File: config.mk
export PLATFORM = sky130hd
export DESIGN_NAME = fmac_rx_port_arbiter_flat
export DESIGN_NICKNAME = d
export VERILOG_FILES = /design/src/rtl/fmac_rx_port_arbiter_if.sv /design/src/rtl/fmac_rx_port_arbiter.sv /design/src/flat_wrapper.sv
export SDC_FILE = /design/constraint.sdc
export NUM_CORES = 1
export LEC_CHECK = 0
export ABC_AREA = 1
export BUFFER_PORTS_ARGS = -buffer_cell sky130_fd_sc_hd__buf_2
export CORE_AREA = 2 2 200 202
export DETAILED_ROUTE_END_ITERATION = 7
export DIE_AREA = 0 0 202 204
export MAX_ROUTING_LAYER = met4
export PLACE_DENSITY = 0.44
export RECOVER_POWER = 50
export SYNTH_ARGS = -nofsm -noshare
export SYNTH_HDL_FRONTEND = slang
export SYNTH_SLANG_ARGS = --single-unit
File: constraint.sdc
create_clock -name clk_fib -period 5.1 [get_ports clk_fib]
set_input_delay 1.02 -clock clk_fib [delete_from_list [all_inputs] [get_ports clk_fib]]
set_output_delay 1.02 -clock clk_fib [all_outputs]
set_load 0.02 [all_outputs]
File: src/rtl/fmac_rx_port_arbiter_if.sv
// fmac_rx_port_arbiter_if: per-port request/write signals and shared bridge FIFO signals of the RX port arbiter
interface fmac_rx_port_arbiter_if #(
    parameter int NPORT = 4,
    parameter int DATA_WIDTH = 64,
    parameter int BCNT_WIDTH = 32
);
    localparam int PW = $clog2(NPORT);
    logic [NPORT-1:0] port_req;
    logic [NPORT-1:0] port_done;
    logic [NPORT-1:0] port_wren_rf;
    logic [NPORT*DATA_WIDTH-1:0] port_datain_rf;
    logic [NPORT-1:0] port_wren_rcf;
    logic [NPORT*BCNT_WIDTH-1:0] port_datain_rcf;
    logic wrempty_rf;
    logic wrempty_rcf;
    logic [NPORT-1:0] port_gnt;
    logic wren_rf;
    logic [DATA_WIDTH-1:0] datain_rf;
    logic wren_rcf;
    logic [BCNT_WIDTH-1:0] datain_rcf;
    logic wdog_err;
    logic [PW-1:0] wdog_port;
    modport slave (
        input port_req, port_done, port_wren_rf, port_datain_rf, port_wren_rcf, port_datain_rcf,
        input wrempty_rf, wrempty_rcf,
        output port_gnt, wren_rf, datain_rf, wren_rcf, datain_rcf, wdog_err, wdog_port
    );
    modport master (
        output port_req, port_done, port_wren_rf, port_datain_rf, port_wren_rcf, port_datain_rcf,
        output wrempty_rf, wrempty_rcf,
        input port_gnt, wren_rf, datain_rf, wren_rcf, datain_rcf, wdog_err, wdog_port
    );
endinterface

File: src/rtl/fmac_rx_port_arbiter.sv
// fmac_rx_port_arbiter: packet-granular round-robin arbiter muxing RX ports onto shared bridge FIFOs
module fmac_rx_port_arbiter #(
    parameter int NPORT = 4,
    parameter int DATA_WIDTH = 64,
    parameter int BCNT_WIDTH = 32,
    parameter int WDOG_WIDTH = 16,
    parameter logic [WDOG_WIDTH-1:0] WDOG_LIMIT = 16'hFFFF
) (
    input logic clk_fib,
    input logic reset,
    fmac_rx_port_arbiter_if.slave bus
);
    localparam int PW = $clog2(NPORT);
    localparam logic [PW:0] NP = (PW+1)'(NPORT);
    typedef enum logic [2:0] {ARB_IDLE = 3'b001, ARB_GRANT = 3'b010, ARB_DONE = 3'b100} state_t;
    state_t state, nxt;
    logic [PW-1:0] cur, ptr, win, cur_d, cur_inc;
    logic [WDOG_WIDTH-1:0] wdog, wdog_d;
    logic [NPORT-1:0] gnt_d;
    logic req_ok, done_cur, wdog_hit, abort, take_rf, take_rcf;
    assign req_ok = (|bus.port_req) & bus.wrempty_rf & bus.wrempty_rcf;
    assign done_cur = bus.port_done[cur];
    assign wdog_hit = wdog == WDOG_LIMIT;
    assign cur_inc = cur == PW'(NPORT-1) ? '0 : cur + 1'b1;
    // round-robin scan: the requester closest at or after ptr wins
    always_comb begin
        logic [PW:0] s;
        s = '0;
        win = ptr;
        for (int i = NPORT - 1; i >= 0; i--) begin
            s = {1'b0, ptr} + (PW+1)'(i);
            s = s >= NP ? s - NP : s;
            win = bus.port_req[s[PW-1:0]] ? s[PW-1:0] : win;
        end
    end
    // next-state: done and watchdog expiry both end the grant
    always_comb begin
        nxt = state == ARB_IDLE ? (req_ok ? ARB_GRANT : ARB_IDLE) :
              state == ARB_GRANT ? ((done_cur | wdog_hit) ? ARB_DONE : ARB_GRANT) : ARB_IDLE;
    end
    // next values of the registered outputs and arbitration bookkeeping
    always_comb begin
        cur_d = (state == ARB_IDLE && req_ok) ? win : cur;
        gnt_d = nxt == ARB_GRANT ? NPORT'(1) << cur_d : '0;
        wdog_d = state == ARB_IDLE ? '0 : (state == ARB_GRANT && !wdog_hit) ? wdog + 1'b1 : wdog;
        abort = state == ARB_GRANT && wdog_hit && !done_cur;
        take_rf = state == ARB_GRANT && bus.port_wren_rf[cur];
        take_rcf = state == ARB_GRANT && bus.port_wren_rcf[cur];
    end
    // state register
    always_ff @(posedge clk_fib or posedge reset) begin
        if (reset) state <= ARB_IDLE;
        else state <= nxt;
    end
    // winner, pointer, watchdog and registered FIFO-side outputs
    always_ff @(posedge clk_fib or posedge reset) begin
        if (reset) begin
            cur <= '0;
            ptr <= '0;
            wdog <= '0;
            bus.port_gnt <= '0;
            bus.wren_rf <= 1'b0;
            bus.datain_rf <= '0;
            bus.wren_rcf <= 1'b0;
            bus.datain_rcf <= '0;
            bus.wdog_err <= 1'b0;
            bus.wdog_port <= '0;
        end else begin
            cur <= cur_d;
            ptr <= state == ARB_DONE ? cur_inc : ptr;
            wdog <= wdog_d;
            bus.port_gnt <= gnt_d;
            bus.wren_rf <= take_rf;
            bus.wren_rcf <= take_rcf;
            if (take_rf) bus.datain_rf <= bus.port_datain_rf[cur*DATA_WIDTH +: DATA_WIDTH];
            if (take_rcf) bus.datain_rcf <= bus.port_datain_rcf[cur*BCNT_WIDTH +: BCNT_WIDTH];
            if (abort) begin
                bus.wdog_err <= 1'b1;
                bus.wdog_port <= cur;
            end
        end
    end
endmodule

File: src/flat_wrapper.sv
// flat-port wrapper written by rule: the top's interface ports become plain ports
module fmac_rx_port_arbiter_flat 
#(
    parameter int NPORT = 4,
    parameter int DATA_WIDTH = 64,
    parameter int BCNT_WIDTH = 32,
    parameter int WDOG_WIDTH = 16,
    parameter logic [WDOG_WIDTH-1:0] WDOG_LIMIT = 16'hFFFF
)
  (clk_fib, reset, bus_port_req, bus_port_done, bus_port_wren_rf, bus_port_datain_rf, bus_port_wren_rcf, bus_port_datain_rcf, bus_wrempty_rf, bus_wrempty_rcf, bus_port_gnt, bus_wren_rf, bus_datain_rf, bus_wren_rcf, bus_datain_rcf, bus_wdog_err, bus_wdog_port);
  fmac_rx_port_arbiter_if #(.NPORT(NPORT), .DATA_WIDTH(DATA_WIDTH), .BCNT_WIDTH(BCNT_WIDTH)) bus_i ();
  input logic clk_fib;
  input logic reset;
  input wire logic [$bits(bus_i.port_req)-1:0] bus_port_req;
  input wire logic [$bits(bus_i.port_done)-1:0] bus_port_done;
  input wire logic [$bits(bus_i.port_wren_rf)-1:0] bus_port_wren_rf;
  input wire logic [$bits(bus_i.port_datain_rf)-1:0] bus_port_datain_rf;
  input wire logic [$bits(bus_i.port_wren_rcf)-1:0] bus_port_wren_rcf;
  input wire logic [$bits(bus_i.port_datain_rcf)-1:0] bus_port_datain_rcf;
  input wire logic [$bits(bus_i.wrempty_rf)-1:0] bus_wrempty_rf;
  input wire logic [$bits(bus_i.wrempty_rcf)-1:0] bus_wrempty_rcf;
  output wire logic [$bits(bus_i.port_gnt)-1:0] bus_port_gnt;
  output wire logic [$bits(bus_i.wren_rf)-1:0] bus_wren_rf;
  output wire logic [$bits(bus_i.datain_rf)-1:0] bus_datain_rf;
  output wire logic [$bits(bus_i.wren_rcf)-1:0] bus_wren_rcf;
  output wire logic [$bits(bus_i.datain_rcf)-1:0] bus_datain_rcf;
  output wire logic [$bits(bus_i.wdog_err)-1:0] bus_wdog_err;
  output wire logic [$bits(bus_i.wdog_port)-1:0] bus_wdog_port;
  assign bus_i.port_req = bus_port_req;
  assign bus_i.port_done = bus_port_done;
  assign bus_i.port_wren_rf = bus_port_wren_rf;
  assign bus_i.port_datain_rf = bus_port_datain_rf;
  assign bus_i.port_wren_rcf = bus_port_wren_rcf;
  assign bus_i.port_datain_rcf = bus_port_datain_rcf;
  assign bus_i.wrempty_rf = bus_wrempty_rf;
  assign bus_i.wrempty_rcf = bus_wrempty_rcf;
  assign bus_port_gnt = bus_i.port_gnt;
  assign bus_wren_rf = bus_i.wren_rf;
  assign bus_datain_rf = bus_i.datain_rf;
  assign bus_wren_rcf = bus_i.wren_rcf;
  assign bus_datain_rcf = bus_i.datain_rcf;
  assign bus_wdog_err = bus_i.wdog_err;
  assign bus_wdog_port = bus_i.wdog_port;
  fmac_rx_port_arbiter #(.NPORT(NPORT), .DATA_WIDTH(DATA_WIDTH), .BCNT_WIDTH(BCNT_WIDTH), .WDOG_WIDTH(WDOG_WIDTH), .WDOG_LIMIT(WDOG_LIMIT)) u_core (.clk_fib(clk_fib), .reset(reset), .bus(bus_i));
endmodule
Word level (Yosys, flattened, before mapping):

Index checks and enable logic that the tools add are counted.

* add/subtract/negate cells: 9
* multipliers: 0
* div/mod/pow operators: 0
* order comparisons: 9
* equality and inequality tests: 6
* shift operators: 3
* mux-type cells: 31
* bitwise operators: 3
* reduce and logical (&&, ||, !) cells: 10

Operator list (count)
* indexed part select 256 x 9 -> 64 bit: 1
* indexed part select 128 x 8 -> 32 bit: 1
* 2-to-1 mux 16 bit: 2
* 2-to-1 mux 2 bit: 11
* adder 16 x 1 -> 16 bit (second input constant): 1
* == test 16 bit (second input constant): 1
* less-than comparator 2 x 3 -> 1 bit (second input constant): 5
* binary-select mux 1 bit (select 2 bit): 7
* >= comparator 3 bit (second input constant): 3
* 2-to-1 mux 3 bit: 3
* subtractor 2 x 1 -> 2 bit (second input constant): 4
* 2-to-1 mux 1 bit: 7
* adder 2 x 2 -> 3 bit (second input constant): 2
* == test 3 x 2 -> 1 bit (second input constant): 2
* logical AND 1 bit: 6
* 2-to-1 mux 4 bit: 1
* OR reduction 4 bit: 1
* << shifter 1 x 2 -> 4 bit (first input constant): 1
* adder 2 x 1 -> 3 bit (second input constant): 1
* == test 3 x 1 -> 1 bit (second input constant): 1
* == test 3 bit (second input constant): 1
* >= comparator 2 x 3 -> 1 bit (second input constant): 1
* adder 2 x 1 -> 2 bit (second input constant): 1
* AND 1 bit: 2
* other kinds (4): 5

* bits in registers: 128
* latch bits: 0
* RAM bits: 0
* memory bits (read-only): 0
* bits of input ports: 404
* output and inout bits: 105
* word-level logic and storage cells: 82
* memories kept: 0

Depth between registers and ports, before layout:

* depth after elaboration: 12
* depth in mapped cells: 13
* gate-level depth less buffers: 13

Worst setup path before layout:

OpenSTA, ideal clock, no wires.

* kind: input to register
* start point: input bus_port_req[3]
* end point: register u_core.bus.port_gnt[2]
* setup time: 0.118 ns
* arrival time: 1.806 ns
* required time: 4.982 ns
* setup slack: 3.176 ns
* cell stages on the path: 11
* path buffers: 0
* cells stage by stage: inv_1 > o21ai_0 > nand2_1 > nand2_1 > inv_1 > nand2_1 > nand2_1 > nand2_1 > nand3_1 > nand3_1 > nor2_1

* cells in the longest elaborated chain, start to end: 9
* elaborated cells on any way between the ends: 22
* those cells by class: eq/ne: 1; shift: 1; mux: 16; bitwise: 2; reduce/logical: 2

RTL lines
* from (decl): line flat_wrapper.sv:14 `input wire logic [$bits(bus_i.port_req)-1:0] bus_port_req;`
* binary-select mux 1 bit (select 2 bit): line fmac_rx_port_arbiter.sv:33 `win = bus.port_req[s[PW-1:0]] ? s[PW-1:0] : win;`
* 2-to-1 mux 1 bit (implied by the code): line fmac_rx_port_arbiter.sv:33
* 2-to-1 mux 2 bit (4 in a row): line fmac_rx_port_arbiter.sv:33
* 2-to-1 mux 2 bit: line fmac_rx_port_arbiter.sv:43 `cur_d = (state == ARB_IDLE && req_ok) ? win : cur;`
* << shifter 1 x 2 -> 4 bit: line fmac_rx_port_arbiter.sv:44 `gnt_d = nxt == ARB_GRANT ? NPORT'(1) << cur_d : '0;`
* 2-to-1 mux 4 bit *: line fmac_rx_port_arbiter.sv:44
* named net u_core.gnt_d[2]: line fmac_rx_port_arbiter.sv:19 `logic [NPORT-1:0] gnt_d;`
* to (signal assigned): line fmac_rx_port_arbiter.sv:72 `bus.port_gnt <= gnt_d;`
* to (decl): line fmac_rx_port_arbiter_if.sv:26 `output port_gnt, wren_rf, datain_rf, wren_rcf, datain_rcf, wdog_err, wdog_port`

The timed path passes the listed nets; every way through them passes the cells marked *. The select of a mux whose other input is x is not followed.
A chain may end at the register's enable or synchronous reset.

Worst setup path after layout:

* start point: register u_core.cur[1]
* end point: register u_core.bus.datain_rf[40]

* cells in the longest elaborated chain, start to end: 3
* elaborated cells on any way between the ends: 4
* those cells by class: shift: 1; mux: 2; reduce/logical: 1

RTL lines
* from (decl): line fmac_rx_port_arbiter.sv:17 `logic [PW-1:0] cur, ptr, win, cur_d, cur_inc;`
* from (signal assigned): line fmac_rx_port_arbiter.sv:69 `cur <= cur_d;`
* branches (longest 3 deep; another with indexed part select 256 x 9 -> 64 bit)
* to (signal assigned): line fmac_rx_port_arbiter.sv:75 `if (take_rf) bus.datain_rf <= bus.port_datain_rf[cur*DATA_WIDTH +: DATA_WIDTH];`
* to (decl): line fmac_rx_port_arbiter_if.sv:26

Parallel ways; which one is timed is not known. The select of a mux whose other input is x is not followed.

==> qor_table.md <==
| Metric | Reported |
|---|---|
| Power share of the clock group | 19.8% |
| Final Slew Violations | 111 |
| Power share of the combinational group | 52.0% |
| Number of buffers added by the clock tree synthesis step | 17 |
| Total grt overflow | 0 |
| Sequential group share of total power | 28.2% |
| Initial DRC count | 626 |
| I/O pins | 509 |
| Vias per cell | 4.47 |
| Layout cell share with drive strength beyond 1 | 31.1% |
| Die Ht | 204 um |
| Detailed-routing iteration count for the pre-antenna-repair pass | 5 |
| Final sum of negative setup slack | 0 ps |
| Net count of the finished layout | 2,064 |
| Kind of end point of the critical path | flip-flop |
| Count of vias placed by the detailed router | 9,829 |
| Worst-Margin Slew | 3010 ps |
| Slowest cell on crit path | dfrtp_1 |
| Cell seen most often among critical-path stages | inv_4 |
| Failing checks | capacitance limit, slew limit |
| Critical Path RT | 5450 ps |
| Count of clock tree sinks | 128 |
| Port Buf Inserts | 508 |
| Type of element launching the critical path | flip-flop |
| Syn. warnings | 0 |
| Number of endpoints failing setup at the final stage | 0 |
| Most numerous cell types in the synthesized netlist | 501 x nor2_1, 213 x o21ai_0, 127 x dfrtp_1, 97 x a31oi_1, 72 x nand2_1 |
| P_int | 3200 uW |
| Horizontal die dimension | 202 um |
| CTS tree | built |
| Effective utilization at floorplan | 20.6% |
| Post-synth EDFFs | 0 |
| Critical path buffer and inverter count | 3 |
| WP data arrival | 4140 ps |
| Area share of the leading cell type in the synthesized netlist | 39.3% |
| Number of antenna violations at the first check in global routing | 5 |
| Most frequent cell after synthesis | nor2_1 |
| Power dissipated by switching net loads | 3060 uW |
| Netlist cell types | 31 |
| Max H-tree Level | 4 |
| Worst hold slack | 460 ps |
| Setup clock skew after layout | 5.40 ps |
| Cell breakdown of the critical path | inv_4 -> o21ai_0 -> o22ai_1 -> nand2_1 -> inv_4 -> buf_4 -> nor2_1 -> a31oi_1 |
| Vias in the first global route | 9,693 |
| Post-layout worst setup margin | 1320 ps |
| Pre-CTS worst setup slack | 1950 ps |
| Gate count of the mapped netlist | 1,211 |
| Pin count of the biggest net entering global routing | 114 |
| Worst Hold Class | flip-flop to flip-flop |
| Post-synthesis sequential element count | 128 |
| VDD IR max | 0.000205 V |
| Total number of placement rows | 73 |
| Static leakage | 0.00550 uW |
| Peak Freq | 264 MHz |
| Synth async-reset ratio | 100% |
| Power per cell area | 547 nW/um^2 |
| Total DRC errors in the routed layout | 0 |
| PostCTS Resize Cnt | 0 |
| Switching part of the total power | 48.8% |
| Cell accounting for the most synthesized area | dfrtp_1 |
| Post-synthesis sequential area ratio | 39.6% |
| Synth Flop Type | dfrtp_1 |
| Post-CTS repair timing setup buffer count | 0 |
| Routed wire length | 35.3 mm |
| Area Overhead vs Synth | 41.6% |
| GRT Overall Usage | 17.1% |
| Overall die area | 41,200 sq um |
| Avg Cell Area, Syn | 6.68 sq um |
| Number of antenna-violating nets in the routed design | 0 |
| Clock insertion delay at the later pin of the skew report | 440 ps |
| Clock transition at the registers of the reported paths | 60 ps |
| Number of hold buffers added after CTS | 0 |
| CTS max path bufs | 2 |
| Netlist Area Pre-Place | 8090 sq um |
| Category of the critical setup timing path | flip-flop to flip-flop |
| Placer Congestion | 0.874 |
| Category of cells accounting for the largest share of critical-path delay | buffers and inverters |
| Wire per inst | 16.1 um |
| Worst slew slack as a fraction of its limit | -102% |
| Post-layout minimum cycle time | 3780 ps |
| Setup repair after global routing missed its margin | false |
| Main area contributors after synthesis | dfrtp_1 39%, nor2_1 23%, o21ai_0 13% |
| Global-route wire length before repair | 53.3 mm |
| Placeable Area | 39,200 sq um |
| Status | complete, but fails checks |
| Critical path peak fanout | 59 |
| Root Buffer | clkbuf_16 |
| Estimated wirelength of the detail-placed design | 26.9 mm |
| Share of the cycle needed by the critical path after routing | 74.2% |
| Synthesized netlist net count | 1,617 |
| Number of maximum-capacitance constraint violations | 2 |
| Crit-path max cell delay | 1050 ps |
| Count of final hold-check violations | 0 |
## per-layer routing
metal	up-vias	track usage, %	wire length (um)
met3	45	4.66	2410
met2	392	29.0	17200
met5	-	-	0
met1	4468	19.9	15000
li1	4924	-	-
met4	0	4.67	710
## cells in the final DEF, fill, tap and decap left out, types with 2 or more instances in the layout
master | Yosys | final
nor2_1 | 501 | 501
buf_2 | 32 | 463
o21ai_0 | 213 | 213
dfrtp_1 | 127 | 126
a31oi_1 | 97 | 97
nand2_1 | 72 | 72
clkbuf_1 | 38 | 46
inv_1 | 36 | 33
nand3_1 | 25 | 25
clkbuf_16 | 0 | 17
nand4_1 | 11 | 11
buf_4 | 12 | 8
a21oi_1 | 7 | 7
nor3_1 | 4 | 5
inv_6 | 0 | 4
clkinv_2 | 0 | 4
clkinvlp_4 | 0 | 4
o31ai_1 | 3 | 3
nor2_4 | 3 | 3
xor2_1 | 3 | 3
diode_2 | 0 | 2
nor3_2 | 2 | 2
nand2_2 | 2 | 2
inv_2 | 3 | 2
inv_4 | 0 | 2
o22ai_1 | 2 | 2
ha_1 | 2 | 2
bufinv_16 | 0 | 2
## through the flow
step           area (sq um)  instances  power, uW  utilization (%)
2_1_floorplan          8090       1211       3970                -
3_3_place_gp          10900       2164       5140             27.9
3_5_place_dp          10900       2164       5130             27.9
4_1_cts               11500       2196       6410             29.4
5_1_grt               11400       2198       6850             29.2
6_report              11400       2198       6260             29.2
## final cells by class
cell class,instances,area (sq um)
Clock inverter,13,136
Timing Repair Buffer,517,2550
Antenna cell,2,5.00
Clock buffer,19,443
Tap cell,525,657
Inverter,39,158
Fill cell,4460,27700
Multi-Input combinational cell,955,4290
Sequential cell,128,3210
## kinds of logic (layout without fill, tap and decap cells)
logic type,after synthesis,count (layout),share of synthesized area [%]
AOI/OAI and AO/OA,324,324,21.7
xor gates and xnor gates,3,3,0.325
adders and majority gates,2,2,0.309
other,0,2,0
DFF,128,128,39.6
and+or+nand+nor,626,626,30.8
buffers and inverters,128,588,7.18
## sequential cells by signal, summed over array words and instances, names as in the netlist
| signal | count |
|---|---|
| u_core.bus.datain_rf | 64 |
| u_core.bus.datain_rcf | 32 |
| u_core.wdog | 16 |
| u_core.bus.port_gnt | 4 |
| u_core.state | 3 |
| u_core.bus.wdog_port | 2 |
| u_core.cur | 2 |
| u_core.ptr | 2 |
| u_core.bus.wdog_err | 1 |
| u_core.bus.wren_rcf | 1 |
| u_core.bus.wren_rf | 1 |
## worst register-to-register path, cell delays in order, from the launching register on
cell	delay (ps)
dfrtp_1	1050
inv_4	910
o21ai_0	240
o22ai_1	180
nand2_1	120
inv_4	490
buf_4	480
nor2_1	80
a31oi_1	160
## power groups by stage
stage          combinational (uW)  clock, uW  sequential [uW]
4_1_cts                      3350       1290             1770
2_1_floorplan                1850          0             2110
3_5_place_dp                 3350          0             1780
6_report                     3260       1240             1760
3_3_place_gp                 3370          0             1780
5_1_grt                      3680       1340             1830
## final timing paths
kind,endpoint,slack [ps],from,depth (start not counted)
max reg2reg,u_core.bus.datain_rf[40]$_DFFE_PP0P_,1320,u_core.cur[1]$_DFF_PP0_,8
max in group asynchronous,u_core.bus.datain_rf[13]$_DFFE_PP0P_,1550,reset,3
min,u_core.bus.wdog_err$_DFFE_PP0P_,460,u_core.bus.wdog_err$_DFFE_PP0P_,2
min reg2reg,u_core.bus.wdog_err$_DFFE_PP0P_,460,u_core.bus.wdog_err$_DFFE_PP0P_,2
min in group asynchronous,u_core.bus.datain_rf[48]$_DFFE_PP0P_,1430,reset,2
max,u_core.bus.datain_rf[40]$_DFFE_PP0P_,1320,u_core.cur[1]$_DFF_PP0_,8
Note: power is estimated with default switching activity, not from simulation.
